$ cat src/rtl/alpharetz_uart_rx_if.sv
// CPU-side receive port of alpharetz_uart_rx: received word, error flags and the ack handshake.
// The receiver drives the word (master); the CPU consumes it and acks (slave).
interface alpharetz_uart_rx_if #(
  parameter int unsigned UART_DATA_WIDTH = 8
) ();

  logic                       rx_ack;
  logic [UART_DATA_WIDTH-1:0] rx_data;
  logic                       rx_valid;
  logic                       parity_err;
  logic                       frame_err;
  logic                       overrun;
  logic                       busy;

  modport master (
    input  rx_ack,
    output rx_data,
    output rx_valid,
    output parity_err,
    output frame_err,
    output overrun,
    output busy
  );

  modport slave (
    output rx_ack,
    input  rx_data,
    input  rx_valid,
    input  parity_err,
    input  frame_err,
    input  overrun,
    input  busy
  );

endinterface

$ cat src/rtl/alpharetz_uart_rx.sv
// UART receiver: start bit, UART_DATA_WIDTH data bits LSB first, even parity, one stop bit.
// Oversampled by the sys_clk_en tick; words are handed to the CPU with valid/ack and error flags.
module alpharetz_uart_rx #(
  parameter int unsigned UART_DATA_WIDTH = 8,
  parameter int unsigned UART_CLK_RATIO  = 16
) (
  input  logic                sys_clk,
  input  logic                sync_rst,
  input  logic                sys_clk_en,
  input  logic                uart_rx,
  alpharetz_uart_rx_if.master cpu_if
);

  localparam int unsigned TickW = $clog2(UART_CLK_RATIO);
  localparam int unsigned BitW  = $clog2(UART_DATA_WIDTH) + 1;

  localparam logic [TickW-1:0] HalfLast = TickW'(UART_CLK_RATIO / 2 - 1);
  localparam logic [TickW-1:0] FullLast = TickW'(UART_CLK_RATIO - 1);
  localparam logic [BitW-1:0]  BitLast  = BitW'(UART_DATA_WIDTH - 1);

  typedef enum logic [2:0] {
    StIdle,
    StStart,
    StData,
    StParity,
    StStop
  } state_e;

  state_e                     state_q, state_d;
  logic [1:0]                 sync_q, sync_d;
  logic [TickW-1:0]           tick_cnt_q, tick_cnt_d;
  logic [BitW-1:0]            bit_cnt_q, bit_cnt_d;
  logic [UART_DATA_WIDTH-1:0] shift_q, shift_d;
  logic                       par_mis_q, par_mis_d;
  logic [UART_DATA_WIDTH-1:0] rx_data_q, rx_data_d;
  logic                       rx_valid_q, rx_valid_d;
  logic                       parity_err_q, parity_err_d;
  logic                       frame_err_q, frame_err_d;
  logic                       overrun_q, overrun_d;

  logic                       rx_s;
  logic                       commit;
  logic [UART_DATA_WIDTH:0]   shift_ext;

  // Two-flop synchronizer, ungated so the line is tracked even while ticks are stalled.
  assign sync_d    = {sync_q[0], uart_rx};
  assign rx_s      = sync_q[1];
  assign shift_ext = {rx_s, shift_q};

  // Tick counters count the ticks already elapsed since the last sample point, so the
  // sample fires when the counter reaches one less than the interval.
  always_comb begin
    state_d    = state_q;
    tick_cnt_d = tick_cnt_q;
    bit_cnt_d  = bit_cnt_q;
    shift_d    = shift_q;
    par_mis_d  = par_mis_q;
    commit     = 1'b0;

    if (sys_clk_en) begin
      unique case (state_q)
        StIdle: begin
          if (!rx_s) begin
            state_d    = StStart;
            tick_cnt_d = '0;
          end
        end

        StStart: begin
          if (tick_cnt_q == HalfLast) begin
            if (!rx_s) begin
              state_d    = StData;
              tick_cnt_d = '0;
              bit_cnt_d  = '0;
            end else begin
              state_d = StIdle;
            end
          end else begin
            tick_cnt_d = tick_cnt_q + TickW'(1);
          end
        end

        StData: begin
          if (tick_cnt_q == FullLast) begin
            tick_cnt_d = '0;
            shift_d    = shift_ext[UART_DATA_WIDTH:1];
            bit_cnt_d  = bit_cnt_q + BitW'(1);
            if (bit_cnt_q == BitLast) begin
              state_d = StParity;
            end
          end else begin
            tick_cnt_d = tick_cnt_q + TickW'(1);
          end
        end

        StParity: begin
          if (tick_cnt_q == FullLast) begin
            tick_cnt_d = '0;
            par_mis_d  = rx_s ^ (^shift_q);
            state_d    = StStop;
          end else begin
            tick_cnt_d = tick_cnt_q + TickW'(1);
          end
        end

        StStop: begin
          if (tick_cnt_q == FullLast) begin
            tick_cnt_d = '0;
            commit     = 1'b1;
            state_d    = StIdle;
          end else begin
            tick_cnt_d = tick_cnt_q + TickW'(1);
          end
        end

        default: begin
          state_d    = StIdle;
          tick_cnt_d = '0;
        end
      endcase
    end
  end

  // Ack is handled every cycle; a commit in the same cycle overrides it.
  always_comb begin
    rx_data_d    = rx_data_q;
    rx_valid_d   = rx_valid_q;
    parity_err_d = parity_err_q;
    frame_err_d  = frame_err_q;
    overrun_d    = overrun_q;

    if (cpu_if.rx_ack && rx_valid_q) begin
      rx_valid_d = 1'b0;
      overrun_d  = 1'b0;
    end

    if (commit) begin
      rx_data_d    = shift_q;
      parity_err_d = par_mis_q;
      frame_err_d  = !rx_s;
      rx_valid_d   = 1'b1;
      if (rx_valid_q && !cpu_if.rx_ack) begin
        overrun_d = 1'b1;
      end
    end
  end

  always_ff @(posedge sys_clk) begin
    if (sync_rst) begin
      state_q      <= StIdle;
      sync_q       <= 2'b11;
      tick_cnt_q   <= '0;
      bit_cnt_q    <= '0;
      shift_q      <= '0;
      par_mis_q    <= 1'b0;
      rx_data_q    <= '0;
      rx_valid_q   <= 1'b0;
      parity_err_q <= 1'b0;
      frame_err_q  <= 1'b0;
      overrun_q    <= 1'b0;
    end else begin
      state_q      <= state_d;
      sync_q       <= sync_d;
      tick_cnt_q   <= tick_cnt_d;
      bit_cnt_q    <= bit_cnt_d;
      shift_q      <= shift_d;
      par_mis_q    <= par_mis_d;
      rx_data_q    <= rx_data_d;
      rx_valid_q   <= rx_valid_d;
      parity_err_q <= parity_err_d;
      frame_err_q  <= frame_err_d;
      overrun_q    <= overrun_d;
    end
  end

  assign cpu_if.rx_data    = rx_data_q;
  assign cpu_if.rx_valid   = rx_valid_q;
  assign cpu_if.parity_err = parity_err_q;
  assign cpu_if.frame_err  = frame_err_q;
  assign cpu_if.overrun    = overrun_q;
  assign cpu_if.busy       = (state_q != StIdle);

endmodule
$ cat src/flat_wrapper.sv
// flat-port wrapper written by rule: the top's interface ports become plain ports
module alpharetz_uart_rx_flat 
#(
  parameter int unsigned UART_DATA_WIDTH = 8,
  parameter int unsigned UART_CLK_RATIO  = 16
)
  (sys_clk, sync_rst, sys_clk_en, uart_rx, cpu_if_rx_ack, cpu_if_rx_data, cpu_if_rx_valid, cpu_if_parity_err, cpu_if_frame_err, cpu_if_overrun, cpu_if_busy);
  alpharetz_uart_rx_if #(.UART_DATA_WIDTH(UART_DATA_WIDTH)) cpu_if_i ();
  input  logic sys_clk;
  input  logic sync_rst;
  input  logic sys_clk_en;
  input  logic uart_rx;
  input wire logic [$bits(cpu_if_i.rx_ack)-1:0] cpu_if_rx_ack;
  output wire logic [$bits(cpu_if_i.rx_data)-1:0] cpu_if_rx_data;
  output wire logic [$bits(cpu_if_i.rx_valid)-1:0] cpu_if_rx_valid;
  output wire logic [$bits(cpu_if_i.parity_err)-1:0] cpu_if_parity_err;
  output wire logic [$bits(cpu_if_i.frame_err)-1:0] cpu_if_frame_err;
  output wire logic [$bits(cpu_if_i.overrun)-1:0] cpu_if_overrun;
  output wire logic [$bits(cpu_if_i.busy)-1:0] cpu_if_busy;
  assign cpu_if_i.rx_ack = cpu_if_rx_ack;
  assign cpu_if_rx_data = cpu_if_i.rx_data;
  assign cpu_if_rx_valid = cpu_if_i.rx_valid;
  assign cpu_if_parity_err = cpu_if_i.parity_err;
  assign cpu_if_frame_err = cpu_if_i.frame_err;
  assign cpu_if_overrun = cpu_if_i.overrun;
  assign cpu_if_busy = cpu_if_i.busy;
  alpharetz_uart_rx #(.UART_DATA_WIDTH(UART_DATA_WIDTH), .UART_CLK_RATIO(UART_CLK_RATIO)) u_core (.sys_clk(sys_clk), .sync_rst(sync_rst), .sys_clk_en(sys_clk_en), .uart_rx(uart_rx), .cpu_if(cpu_if_i));
endmodule
$ cat config.mk
export PLATFORM = sky130hd
export DESIGN_NAME = alpharetz_uart_rx_flat
export DESIGN_NICKNAME = d
export VERILOG_FILES = /design/src/rtl/alpharetz_uart_rx_if.sv /design/src/rtl/alpharetz_uart_rx.sv /design/src/flat_wrapper.sv
export SDC_FILE = /design/constraint.sdc
export NUM_CORES = 1
export LEC_CHECK = 0
export CAP_MARGIN = 20
export CORE_MARGIN = 10
export CORE_UTILIZATION = 45
export CTS_CLUSTER_DIAMETER = 80
export CTS_CLUSTER_SIZE = 30
export DETAILED_ROUTE_END_ITERATION = 12
export PLACE_DENSITY_LB_ADDON = 0.2
export SLEW_MARGIN = 20
export SYNTH_ARGS = -nofsm -noshare
export SYNTH_HDL_FRONTEND = slang
export SYNTH_SLANG_ARGS = --single-unit
$ cat constraint.sdc
create_clock -name sys_clk -period 2.1 [get_ports sys_clk]
set_clock_uncertainty 0.1 [all_clocks]
set_input_delay 0.63 -clock sys_clk [delete_from_list [all_inputs] [get_ports sys_clk]]
set_output_delay 0.63 -clock sys_clk [all_outputs]
set_load 0.005 [all_outputs]
* Word level (Yosys, flattened, before mapping) *
Cells that the tools add are included.

storage, ports and cells
  register bits = 34
  bits of input ports = 5
  output and inout bits = 13

operators by class
  add/sub/neg operators = 2
  muxes and demuxes = 24
  bitwise operators = 1
  equal/unequal tests = 14
  reductions and logical operators = 14

operator list
  kind                                                   count
  two-way mux 4 bit                                      6
  two-way mux 3 bit                                      6
  case mux 3 bit (5 select lines)                        1
  case mux 4 bit (3 select lines)                        1
  inequality test 2 x 1 -> 1 bit, second input constant  5
  adder 4 x 1 -> 4 bit, second input constant            2
  equality test 4 x 3 -> 1 bit, second input constant    2
  two-way mux 1 bit                                      8
  case mux 4 bit (2 select lines)                        1
  parity 8 bit                                           1
  AND reduction 7 bit                                    1
  equality test 3 x 2 -> 1 bit, second input constant    2
  AND reduction 3 bit                                    2
  AND reduction 5 bit                                    1
  equality test 4 bit, second input constant             1
  inequality test 2 bit, second input constant           2
  nonzero test 2 bit                                     2
  equality test 3 x 1 -> 1 bit, second input constant    1
  equality test 3 bit, second input constant             1
  zero test 3 bit                                        1
  nonzero test 3 bit                                     1
  OR reduction 3 bit                                     1
  logical AND 1 bit                                      2
  zero test 1 bit                                        2
  other kinds (2)                                        2

* Logic depth before layout (Yosys ltp) *
  word-level depth = 5
  depth in mapped cells = 7
  gate-level depth less buffers = 5

* Worst setup path after synthesis *
No wires, ideal clock.

  kind = input to register
  start point = input sys_clk_en
  end point = register u_core.shift_q[0]
  stages = 6
  slack = 0.167 ns
  arrival time = 1.706 ns
  setup time = 0.128 ns
  data required time = 1.872 ns
  path through = buf_2 > nand4_1 > nor2_1 > buf_2 > mux2i_1 > nor2_1

between the ends
  word-level cells in the longest chain between the ends = 1

ends and longest elaborated chain
  what                                  RTL line                  source
  start, declared                       flat_wrapper.sv:11        input logic sys_clk_en;
  AND reduction 3 bit (no source line)  --
  end signal, assigned                  alpharetz_uart_rx.sv:166  shift_q <= shift_d;
  end, declared                         alpharetz_uart_rx.sv:33   logic [UART_DATA_WIDTH-1:0] shift_q, shift_d;

No other way between the ends.
A chain may end at the register's enable or synchronous reset.

* Worst setup path after layout *
  start point = register u_core.state_q[0]
  end point = register u_core.state_q[0]

between the ends
  word-level cells in the longest chain between the ends = 3

ends and longest elaborated chain
  what                                                                                             RTL line                  source
  start, declared                                                                                  alpharetz_uart_rx.sv:29   state_e state_q, state_d;
  start signal, assigned                                                                           alpharetz_uart_rx.sv:150  state_q <= StIdle;
  start signal, assigned                                                                           alpharetz_uart_rx.sv:162  state_q <= state_d;
  equality test 3 bit (tied with other cells)                                                      alpharetz_uart_rx.sv:61   unique case (state_q)
  inequality test 2 x 1 -> 1 bit (no source line) / inequality test 2 bit (equally long branches)  --
  AND reduction 7 bit (no source line)                                                             --

Parallel ways exist; a longest one is shown, timed or not.

==> flow_summary_export.csv <==
group,metric,value,unit
timing,timing.final.ws_setup,0.1321,ns
power_and_ir_drop,ir_drop,0.4832,mV
die,dieWidth,79.21,µm
run_status,status,"finished clean",
finish,final_cell_area,1981,µm²
grt,globalRouteOverflowTotal,0,
power_and_ir_drop,pwr-share-seq,0.550,
power_and_ir_drop,p_int,921.0,µW
finish,finalNetCount,206,
placement,io_buffers,17,
die,ioPinCount,18,
clock_tree,cts_buffers,5,
setup_path,startpoint_type,"flop",
detailed_routing,wirelength,3179,µm
timing,fin_crit_sh,0.9371,
clock_tree,clock-sinks,34,
synth,yosys.area_share.adder,0.01586,
grt,grt_util_all_layers,0.1081,
power_and_ir_drop,p_per_area,598.2,nW/µm²
clock_tree,clock_latency,0.34,ns
setup_path,r2r-start,"u_core.state_q[0]$_SDFFE_PP0P_",
run,max-cap-violations,0,
power_and_ir_drop,comb_power_share,0.074,
clock_tree,cts_buffer_depth,2,
grt,grt_max_degree,34,
synth,synth-compound-area-share,0.1308,
grt,grt_pass1_wl,5547,µm
placement,routabilityCongestion,0.8001,
timing,slew_violations,0,
synth,syn_inst,171,
setup_path,max_stage_delay,0.51,ns
clock_tree,path_clk_slew,0.10,ns
detailed_routing,postRouteAntennaNets,0,
hold_path,hp-class,"reg2reg",
power_and_ir_drop,pwr-share-clk,0.376,
finish,drive_above_1_share,0.1650,
synth,synth_top_cell_by_area,"dfxtp_1",
die,core,3363,µm²
synth,synth_mux_area_frac,0.1205,
setup_path,worstPathRequired,2.23,ns
die,start_util,0.4691,
synth,synth_area,1578,µm²
placement,dpl.hpwl,2315,µm
die,dieArea,6274,µm²
clock_tree,cts_max_level,2,
synth,synth_simple_gate_area_share,0.1879,
setup_path,critical_path_class,"reg2reg",
hold_path,hp-start,"u_core.sync_q[0]$_SDFF_PP1_",
grt,grt_pass1_vias,1299,
timing,max_freq,0.5082,GHz
setup_path,slowest_stage,"or3b_2",
finish,n_antenna_cell,0,
clock_tree,cts_tree,"built",
synth,synth_xor_area_frac,0.06423,
synth,synth_cell_types,38,
power_and_ir_drop,p_sw_frac,0.2226,
setup_path,critPathArrivalTime,2.10,ns
setup_path,crit_start,"u_core.state_q[0]$_SDFFE_PP0P_",
placement,dpl_cell_area,1866,µm²
grt,antenna_found_initial,0,
synth,syn-num-nets,178,
synth,synth_warnings,0,
synth,yosysSeqAreaShare,0.4314,
power_and_ir_drop,p_switching,263.8,µW
detailed_routing,post-route-drc-count,0,
timing,period_needed,1.968,ns
timing,final_hold_viol_count,0,
synth,synth_top_family_by_area,"simple AND/OR/NAND/NOR gates",
detailed_routing,drtIter0Drc,95,
synth,ys_ff_latch,34,
synth,synth.area.top_cells,"dfxtp_1 (43%), mux2i_1 (12%), nor2_1 (7.4%)",
timing,tightest_slew,0.4908,ns
timing,slew_headroom,0.6706,
finish,syn2layout_area_growth,25.54,%
timing,fin_tns_setup,0,ns
synth,avgSynthCellArea,9.227,µm²
timing,rsz0062_at_grt,"false",
power_and_ir_drop,leakagePower,0.0007167,µW
setup_path,end_kind,"flop",
setup_path,worst-path-max-fanout,6,
synth,synth_top_area_share,0.4314,
setup_path,crit_chain,"buf_4 -> or3b_2 -> a32oi_1 -> a2111o_1 -> mux2i_1 -> nor2_1",
placement,place_ws,-0.1087,ns
timing,finalSetupViolCount,0,
detailed_routing,via_count,1266,
detailed_routing,avgViaCountPerCell,5.146,
clock_tree,cts-root-buf,"clkbuf_4",
setup_path,reg2reg_slack,0.13,ns
detailed_routing,wl_per_cell,12.92,µm
die,row_count,21,
die,die_h,79.21,µm
detailed_routing,firstDrtPassIters,4,
[power groups by stage]
stage / registers [µW] / clock network (µW) / logic (µW)
6_report: 652 / 445 / 87.8
5_1_grt: 653 / 494 / 97.2
4_1_cts: 652 / 462 / 88.6
3_5_place_dp: 671 / 0 / 82.9
3_3_place_gp: 670 / 0 / 80.3
2_1_floorplan: 667 / 0 / 50.9
[final timing paths]
| check | endpoint | cells after the start |
|---|---|---|
| worst max-delay path | u_core.state_q[0]$_SDFFE_PP0P_ | 6 |
| worst min register to register | u_core.sync_q[1]$_SDFF_PP1_ | 1 |
| worst min-delay path | u_core.sync_q[1]$_SDFF_PP1_ | 1 |
| worst max register to register | u_core.state_q[0]$_SDFFE_PP0P_ | 6 |
[sequential cells by signal, summed over array words and instances (netlist names), named ones only]
register / count
u_core.cpu_if.rx_data: 8
u_core.cpu_if.parity_err: 1
u_core.state_q: 3
u_core.shift_q: 8
u_core.cpu_if.frame_err: 1
u_core.par_mis_q: 1
u_core.sync_q: 2
u_core.tick_cnt_q: 4
u_core.bit_cnt_q: 4
u_core.cpu_if.rx_valid: 1
[cell families (layout without fill, tap and decap cells)]
| logic type | after synthesis | after routing |
|---|---|---|
| DFF | 34 | 34 |
| buffers and inverters | 15 | 44 |
| xor gates and xnor gates | 10 | 10 |
| AOI/OAI and AO/OA | 32 | 32 |
| adders and majority gates | 2 | 2 |
| muxes | 19 | 19 |
| and+or+nand+nor | 59 | 59 |
[repair_timing]
action / CTS / global route
resized for setup: 9 / 0
hold buffers: 0 / 0
buffers inserted: 2 / 0
setup endpoints to repair: 1 / 0
[layer usage]
metal / up-vias / wire (µm) / track usage
li1: 651 / - / -
met1: 583 / 1348 / 0.1152
met2: 26 / 1608 / 0.1827
met3: 6 / 176 / 0.04842
met4: 0 / 46 / 0.04301
met5: - / 0 / 0
[synthesized netlist by cell type, drive strengths merged]
cell    count
a22oi       2
xnor3       1
or4b        2
clkbuf      4
nor2       32
nor3b       2
o21ai       6
nand2       6
a21o        1
xnor2       8
a21oi      12
nand3b      3
o31ai       2
buf         7
a2111o      1
nand4       2
ha          2
or2         2
dfxtp      34
nor3        2
xor2        1
and2        2
nand2b      2
and3        1
mux2i      19
a311oi      2
inv         4
or3b        1
a211o       1
a31oi       1
a32oi       1
nand3       2
o21a        1
a211oi      2
[worst max-delay path, delay by kind of cell (launching register included)]
| family | cells | cell delay, ns |
|---|---|---|
| AND/OR/NAND/NOR | 2 | 0.56 |
| AO/OA/AOI/OAI | 2 | 0.47 |
| multiplexers | 1 | 0.23 |
| buffers and inverters | 1 | 0.15 |
| flip-flops | 1 | 0.36 |
[layout by cell type, fill, tap and decap left out, types with 3 or more instances in the layout]
cell type / synthesis / final
nor2_1: 31 / 31
dfxtp_1: 34 / 31
mux2i_1: 19 / 19
clkdlybuf4s50_1: 0 / 16
buf_4: 0 / 13
a21oi_1: 11 / 11
xnor2_1: 8 / 8
nand2_1: 6 / 6
o21ai_0: 6 / 6
clkbuf_4: 0 / 5
inv_1: 4 / 4
nand3b_1: 3 / 3
clkbuf_8: 0 / 3
dfxtp_4: 0 / 3
[stage by stage]
step	cells	util	hold slack (ns)	power, µW
after floorplan	171	-	0.2895	717.9
after global placement	236	0.5547	0.3020	750.7
after detailed placement	236	0.5547	0.3010	753.8
after CTS	246	0.5889	0.3253	1202
after global routing	246	0.5889	0.3438	1244
final	246	0.5889	0.3222	1185
[cell type report]
cell class                 count  area, µm²
fill                         320       1383
multi-input combinational    122      830.8
timing repair buffer          32      306.5
tap                           46      57.56
clock buffer                   8      78.83
sequential                    34      691.9
inverter                       4      15.01
No activity file was read; power rests on OpenSTA's default activity.
